===== src/rtl/psum_pkg.sv =====
// Shared types, default geometry and the saturating adder used by the
// partial-sum accumulator.
package psum_pkg;

  typedef enum logic [1:0] {
    ST_IDLE  = 2'd0,
    ST_ACCUM = 2'd1,
    ST_DRAIN = 2'd2
  } state_e;

  localparam int unsigned DEF_COL_LENGTH = 5;
  localparam int unsigned DEF_WORDLENGTH = 16;
  localparam int unsigned DEF_TILE_W     = 8;
  localparam int unsigned DEF_TILE_H     = 8;
  localparam int unsigned LANES          = 16;
  localparam int unsigned CH_W           = 6;

  // Full-precision signed add, clamped to the signed range of a w-bit word.
  // Operands are sign-extended to 32 bits by the caller; valid for w <= 31.
  function automatic logic signed [31:0] sat_add(input logic signed [31:0] a,
                                                 input logic signed [31:0] b,
                                                 input int unsigned w);
    logic signed [32:0] s;
    logic signed [32:0] max_v;
    logic signed [32:0] min_v;
    s     = {a[31], a} + {b[31], b};
    max_v = (33'sd1 <<< (w - 1)) - 33'sd1;
    min_v = -max_v - 33'sd1;
    if (s > max_v) begin
      sat_add = max_v[31:0];
    end else if (s < min_v) begin
      sat_add = min_v[31:0];
    end else begin
      sat_add = s[31:0];
    end
  endfunction

endpackage


===== src/rtl/psum_bank.sv =====
// Partial-sum register file: one combinational read port, one write port and
// a per-entry clear port. Reset clears every entry.
module psum_bank #(
  parameter int unsigned DEPTH = 64,
  parameter int unsigned WIDTH = 16,
  parameter int unsigned AW    = 6
) (
  input  logic             clk,
  input  logic             irst_n,
  input  logic [AW-1:0]    rd_addr,
  output logic [WIDTH-1:0] rd_data,
  input  logic             wr_en,
  input  logic [AW-1:0]    wr_addr,
  input  logic [WIDTH-1:0] wr_data,
  input  logic             clr_en,
  input  logic [AW-1:0]    clr_addr
);

  logic [WIDTH-1:0] mem_q [DEPTH];
  logic [WIDTH-1:0] mem_d [DEPTH];

  assign rd_data = mem_q[rd_addr];

  always_comb begin
    mem_d = mem_q;
    if (wr_en) begin
      mem_d[wr_addr] = wr_data;
    end
    if (clr_en) begin
      mem_d[clr_addr] = '0;
    end
  end

  always_ff @(posedge clk or negedge irst_n) begin
    if (!irst_n) begin
      for (int unsigned i = 0; i < DEPTH; i++) begin
        mem_q[i] <= '0;
      end
    end else begin
      mem_q <= mem_d;
    end
  end

endmodule


===== src/rtl/psum_accumulator.sv =====
// Output-stationary partial-sum accumulator: scatters 16-lane product bundles
// into a tile buffer with saturating accumulation and drains it row-major.
module psum_accumulator
  import psum_pkg::*;
#(
  parameter int unsigned col_length = DEF_COL_LENGTH,
  parameter int unsigned wordlength = DEF_WORDLENGTH,
  parameter int unsigned TILE_W     = DEF_TILE_W,
  parameter int unsigned TILE_H     = DEF_TILE_H
) (
  input  logic                         clk,
  input  logic                         irst_n,
  input  logic                         in_valid,
  output logic                         in_ready,
  input  logic [CH_W-1:0]              in_channel,
  input  logic [wordlength*LANES-1:0]  in_data,
  input  logic [col_length*LANES-1:0]  in_cols,
  input  logic [col_length*LANES-1:0]  in_rows,
  input  logic                         drain_req,
  output logic                         out_valid,
  input  logic                         out_ready,
  output logic [wordlength-1:0]        out_data,
  output logic [col_length-1:0]        out_row,
  output logic [col_length-1:0]        out_col,
  output logic [CH_W-1:0]              out_channel,
  output logic                         out_last,
  output logic [15:0]                  drop_count
);

  localparam int unsigned DEPTH = TILE_W * TILE_H;
  localparam int unsigned AW    = (DEPTH > 1) ? $clog2(DEPTH) : 1;
  localparam logic [col_length-1:0] ROW_LAST = col_length'(TILE_H - 1);
  localparam logic [col_length-1:0] COL_LAST = col_length'(TILE_W - 1);

  state_e                        state_q, state_d;
  logic                          pend_q, pend_d;
  logic                          has_data_q, has_data_d;
  logic [CH_W-1:0]               cur_ch_q, cur_ch_d;
  logic [3:0]                    lane_q, lane_d;
  logic [col_length-1:0]         drow_q, drow_d;
  logic [col_length-1:0]         dcol_q, dcol_d;
  logic [15:0]                   drop_q, drop_d;
  logic [wordlength*LANES-1:0]   data_q, data_d;
  logic [col_length*LANES-1:0]   cols_q, cols_d;
  logic [col_length*LANES-1:0]   rows_q, rows_d;

  logic signed [wordlength-1:0]  lane_data;
  logic [col_length-1:0]         lane_row;
  logic [col_length-1:0]         lane_col;
  logic                          lane_in_range;
  logic [AW-1:0]                 lane_addr;
  logic [AW-1:0]                 drain_addr;
  logic [AW-1:0]                 rd_addr;
  logic signed [wordlength-1:0]  rd_data;
  logic [wordlength-1:0]         wr_data;
  logic                          wr_en;
  logic                          clr_en;
  logic                          pend_now;
  logic                          ch_conflict;

  // A request arriving this cycle already blocks acceptance, so drain wins a tie.
  assign pend_now    = pend_q | drain_req;
  assign ch_conflict = has_data_q && (in_channel != cur_ch_q);
  assign in_ready    = (state_q == ST_IDLE) && !pend_now && !ch_conflict;

  always_comb begin
    lane_data     = data_q[32'(lane_q) * wordlength +: wordlength];
    lane_row      = rows_q[32'(lane_q) * col_length +: col_length];
    lane_col      = cols_q[32'(lane_q) * col_length +: col_length];
    lane_in_range = (32'(lane_row) < TILE_H) && (32'(lane_col) < TILE_W);
    lane_addr     = AW'(32'(lane_row) * TILE_W + 32'(lane_col));
    drain_addr    = AW'(32'(drow_q) * TILE_W + 32'(dcol_q));
    rd_addr       = (state_q == ST_DRAIN) ? drain_addr : lane_addr;
    wr_data       = wordlength'(sat_add(32'(rd_data), 32'(lane_data), wordlength));
  end

  assign out_valid   = (state_q == ST_DRAIN);
  assign out_data    = out_valid ? rd_data : '0;
  assign out_row     = out_valid ? drow_q : '0;
  assign out_col     = out_valid ? dcol_q : '0;
  assign out_channel = out_valid ? cur_ch_q : '0;
  assign out_last    = out_valid && (drow_q == ROW_LAST) && (dcol_q == COL_LAST);
  assign drop_count  = drop_q;

  always_comb begin
    state_d    = state_q;
    pend_d     = pend_q | drain_req;
    has_data_d = has_data_q;
    cur_ch_d   = cur_ch_q;
    lane_d     = lane_q;
    drow_d     = drow_q;
    dcol_d     = dcol_q;
    drop_d     = drop_q;
    data_d     = data_q;
    cols_d     = cols_q;
    rows_d     = rows_q;
    wr_en      = 1'b0;
    clr_en     = 1'b0;

    unique case (state_q)
      ST_IDLE: begin
        if (pend_now || (in_valid && ch_conflict)) begin
          state_d = ST_DRAIN;
          pend_d  = 1'b0;
          drow_d  = '0;
          dcol_d  = '0;
        end else if (in_valid) begin
          state_d    = ST_ACCUM;
          data_d     = in_data;
          cols_d     = in_cols;
          rows_d     = in_rows;
          cur_ch_d   = in_channel;
          has_data_d = 1'b1;
          lane_d     = '0;
        end
      end
      ST_ACCUM: begin
        if (lane_in_range) begin
          wr_en = 1'b1;
        end else if (drop_q != 16'hFFFF) begin
          drop_d = drop_q + 16'd1;
        end
        lane_d = lane_q + 4'd1;
        if (lane_q == 4'd15) begin
          state_d = ST_IDLE;
        end
      end
      ST_DRAIN: begin
        if (out_ready) begin
          clr_en = 1'b1;
          if (dcol_q == COL_LAST) begin
            dcol_d = '0;
            if (drow_q == ROW_LAST) begin
              drow_d     = '0;
              state_d    = ST_IDLE;
              has_data_d = 1'b0;
            end else begin
              drow_d = drow_q + col_length'(1);
            end
          end else begin
            dcol_d = dcol_q + col_length'(1);
          end
        end
      end
      default: state_d = ST_IDLE;
    endcase
  end

  always_ff @(posedge clk or negedge irst_n) begin
    if (!irst_n) begin
      state_q    <= ST_IDLE;
      pend_q     <= 1'b0;
      has_data_q <= 1'b0;
      cur_ch_q   <= '0;
      lane_q     <= '0;
      drow_q     <= '0;
      dcol_q     <= '0;
      drop_q     <= '0;
      data_q     <= '0;
      cols_q     <= '0;
      rows_q     <= '0;
    end else begin
      state_q    <= state_d;
      pend_q     <= pend_d;
      has_data_q <= has_data_d;
      cur_ch_q   <= cur_ch_d;
      lane_q     <= lane_d;
      drow_q     <= drow_d;
      dcol_q     <= dcol_d;
      drop_q     <= drop_d;
      data_q     <= data_d;
      cols_q     <= cols_d;
      rows_q     <= rows_d;
    end
  end

  psum_bank #(
    .DEPTH (DEPTH),
    .WIDTH (wordlength),
    .AW    (AW)
  ) u_bank (
    .clk      (clk),
    .irst_n   (irst_n),
    .rd_addr  (rd_addr),
    .rd_data  (rd_data),
    .wr_en    (wr_en),
    .wr_addr  (lane_addr),
    .wr_data  (wr_data),
    .clr_en   (clr_en),
    .clr_addr (drain_addr)
  );

endmodule

===== config.mk =====
export PLATFORM = sky130hd
export DESIGN_NAME = psum_accumulator
export DESIGN_NICKNAME = d
export VERILOG_FILES = /design/src/rtl/psum_pkg.sv /design/src/rtl/psum_bank.sv /design/src/rtl/psum_accumulator.sv
export SDC_FILE = /design/constraint.sdc
export NUM_CORES = 2
export LEC_CHECK = 0
export CAP_MARGIN = 10
export CORE_ASPECT_RATIO = 2
export CORE_MARGIN = 8
export CORE_UTILIZATION = 50
export DETAILED_ROUTE_END_ITERATION = 7
export GPL_ROUTABILITY_DRIVEN = 0
export PLACE_DENSITY = 0.69
export SETUP_SLACK_MARGIN = 0.3
export SLEW_MARGIN = 10
export SYNTH_ARGS = -nofsm -noshare
export SYNTH_HDL_FRONTEND = slang
export SYNTH_SLANG_ARGS = --single-unit

===== constraint.sdc =====
create_clock -name clk -period 20.2 [get_ports clk]
set_input_delay 4.04 -clock clk [delete_from_list [all_inputs] [get_ports clk]]
set_output_delay 4.04 -clock clk [all_outputs]
set_load 0.02 [all_outputs]

==> run_results.csv <==
group,metric,value,unit
logic_synthesis,synth_area_leaders,"dfrtp_1 (52%), mux2_2 (7.2%), mux2i_1 (7.0%), nand2_1 (4.9%), nand3_1 (4.9%)",
logic_synthesis,yosysTopAreaCell,"dfrtp_1",
clocking,htree_levels,4,
cells_and_area,final_nets,7568,
worst_setup_path,cp.required,16.16,ns
global_routing,grt_pass1_vias,56200,
clocking,post_cts_buffers,0,
worst_setup_path,cp_max_fo,54,
clocking,cts_tree,"done",
logic_synthesis,ys_types,77,
drt,vias_per_cell,6.26,
logic_synthesis,synth_seq_cells,1480,
die,core-area,143000,sq um
cells_and_area,syn_to_final_growth,14.7,%
global_routing,grt-ovfl-total,0,
worst_hold_path,min_path_type,"reg2reg",
global_routing,grt_max_degree,178,
global_routing,grtUsageTotal,29.5,%
timing,worstMarginPinSlew,1.42,ns
drt,routed_wl,240,mm
worst_setup_path,critical_path_class,"reg2out",
timing,setup_viol,0,
worst_hold_path,hp-start,"drop_count[15]",
placement,port_buffers,477,
timing,final-hold-violation-count,0,
timing,rsz0062_at_grt,"false",
clocking,clk_path_buf_depth,4,
global_routing,grt_pass1_wl,361,mm
global_routing,antenna_found_initial,31,
logic_synthesis,synthAdderAreaFrac,0.564,%
logic_synthesis,synth_area_per_cell,10.3,sq um
drt,drt_pass1_iterations,8,
die,rows,197,
logic_synthesis,synth_nets,7417,
drt,drc,0,
clocking,cts.sinks,1480,
die,dieHeight,552,um
worst_setup_path,setup.worst_path.end_class,"output port",
clocking,cts_root_buf,"clkbuf_16",
drt,drt_first_iter_violations,6242,
placement,dp_hpwl,159,mm
clocking,cts_made_buffers,147,
worst_setup_path,reg2reg_from,"lane_q[0]",
logic_synthesis,synth.area.mux_share,16.1,%
clocking,cts.repair.resized,0,
worst_setup_path,arrival,8.36,ns
logic_synthesis,async_reset_ff_share,100,%
logic_synthesis,synth_edf_count,0,
timing,clock_skew,0.0819,ns
logic_synthesis,synth_compound_area_share,13.5,%
die,die_x,284,um
clocking,cts-hold-fix-buffers,0,
logic_synthesis,yosys.area_share.simple,14.5,%
die,io_pins,478,
logic_synthesis,ys_seq_area_share,51.5,%
timing,setup_tns,0,ns
logic_synthesis,synth_top_flop_cell,"dfrtp_1",
die,floorplan.initialDensity,50.1,%
clocking,clk_pin_slew_worst_paths,0.06,ns
logic_synthesis,synth_warnings,0,
timing,relSlewSlack,5.01,%
timing,fmax,80.6,MHz
clocking,clk_latency,0.81,ns
status,status,"complete, no violations",
timing,period_share,61.4,%
drt,vias,57100,
run,max_cap_viol_count,0,
cells_and_area,final_common_cell,"dfrtp_1",
worst_setup_path,cp-startpoint,"lane_q[0]",
worst_setup_path,cp-start-kind,"flip-flop",
cells_and_area,drive_gt1_share,13.2,%
logic_synthesis,synth_xor_area_share,0.439,%
drt,ant_nets,0,
die,die-area,157000,sq um
logic_synthesis,synth_top_family_by_area,"multiplexers",
drt,wl_per_cell,26.4,um
cells_and_area,mostFrequentLayoutCells,"dfrtp_1 (1477), nand2_1 (936), nand3_1 (696), o21ai_0 (591), mux2i_1 (506)",
logic_synthesis,synthCells,6965,
logic_synthesis,netlist_area,71900,sq um
timing,fin_crit,12.40,ns
timing,drv_slew,0,
logic_synthesis,synth_top_area_share,51.5,%
cells by family (layout without fill, tap and decap cells):
| kind of cell | count (synthesis) | count (layout) |
|---|---|---|
| flops | 1480 | 1480 |
| compound gates | 1580 | 1580 |
| xor+xnor | 36 | 36 |
| simple gates | 2233 | 2233 |
| mux | 1024 | 1024 |
| buf+inv | 580 | 831 |
| fa+ha+maj | 32 | 32 |
| other cells | 0 | 16 |
through the flow:
stage          hold WS (ns)  std cells  area (sq um)  worst slack [ns]  utilization, %
2_1_floorplan         0.460       6965         71900             10.50               -
3_3_place_gp          0.473       8857         77600              8.82            54.1
3_5_place_dp          0.482       8857         77600              8.82            54.1
4_1_cts               0.494       9106         82400              7.94            57.5
5_1_grt               0.509       9120         82500              7.48            57.5
6_report              0.491       9122         82500              7.80            57.5
path summary, 6_finish.rpt:
| check | endpoint | slack (ns) | cells after the start |
|---|---|---|---|
| worst max register to register | u_bank.mem_q[747] | 8.56 | 29 |
| worst max-delay path | out_data[12] | 7.80 | 15 |
| min in group asynchronous | u_bank.mem_q[37] | 3.32 | 1 |
| worst min register to register | drop_count[15] | 0.49 | 1 |
| worst min-delay path | drop_count[15] | 0.49 | 1 |
| max in group asynchronous | lane_q[1] | 12.79 | 5 |
critical path: stages, from the launching register on:
cell and delay (ns):
dfrtp_4 0.85, buf_4 0.76, mux4_2 0.36, mux2_2 0.24, mux2i_1 0.21, o21ai_4 0.44
buf_4 0.71, buf_4 0.71, buf_4 0.71, mux2i_1 0.16, mux2_2 0.32, o32ai_1 0.18
o21ai_0 0.15, o21a_1 0.15, o21ai_0 0.74, clkdlybuf4s50_1 0.76
synthesized netlist by cell type, types with 25 or more instances:
| cell type | count |
|---|---|
| a21oi_1 | 368 |
| buf_4 | 34 |
| nor2_1 | 219 |
| nor2_4 | 42 |
| or3_1 | 35 |
| dfrtp_1 | 1480 |
| or2_1 | 35 |
| a221o_1 | 96 |
| clkbuf_1 | 387 |
| and3_1 | 41 |
| mux2_2 | 460 |
| mux2i_1 | 506 |
| o21ai_0 | 593 |
| buf_1 | 30 |
| a221oi_1 | 86 |
| nand3_1 | 697 |
| and2_1 | 84 |
| buf_2 | 102 |
| a311oi_1 | 33 |
| a211oi_1 | 113 |
| nand2_1 | 936 |
| o21ai_1 | 125 |
| o21a_1 | 25 |
| o32ai_1 | 32 |
| nor3_1 | 69 |
| mux4_2 | 58 |
area by class of cell:
class                           instances  area (sq um)
Fill cell                           12500         61000
Sequential cell                      1480         37000
Multi-Input combinational cell       4905         32600
Timing Repair Buffer                  561          5540
Clock buffer                          209          4330
Tap cell                             1890          2360
Clock inverter                         40           442
Inverter                               21          78.8
Antenna cell                           16          40.0
metal layers:
layer | share of wire, % | vias up | global-route usage, % | routed length, um
li1 | - | 25400 | - | -
met1 | 40 | 28500 | 39.1 | 95900
met5 | 0.096 | - | 0 | 232
met3 | 8.7 | 609 | 6.63 | 20900
met4 | 5.6 | 34 | 14.5 | 13600
met2 | 46 | 2688 | 45.8 | 110000
sequential cells by signal, summed over array words and instances (netlist names):
register / cells
cols_q: 80
cur_ch_q: 6
data_q: 256
dcol_q: 5
drop_count: 16
drow_q: 5
has_data_q: 1
lane_q: 4
pend_q: 1
rows_q: 80
state_q: 2
u_bank.mem_q: 1024
Power is left out: the tool's default activity adds up to more than one toggle a clock period on the data nets, which glitch-free logic cannot reach.
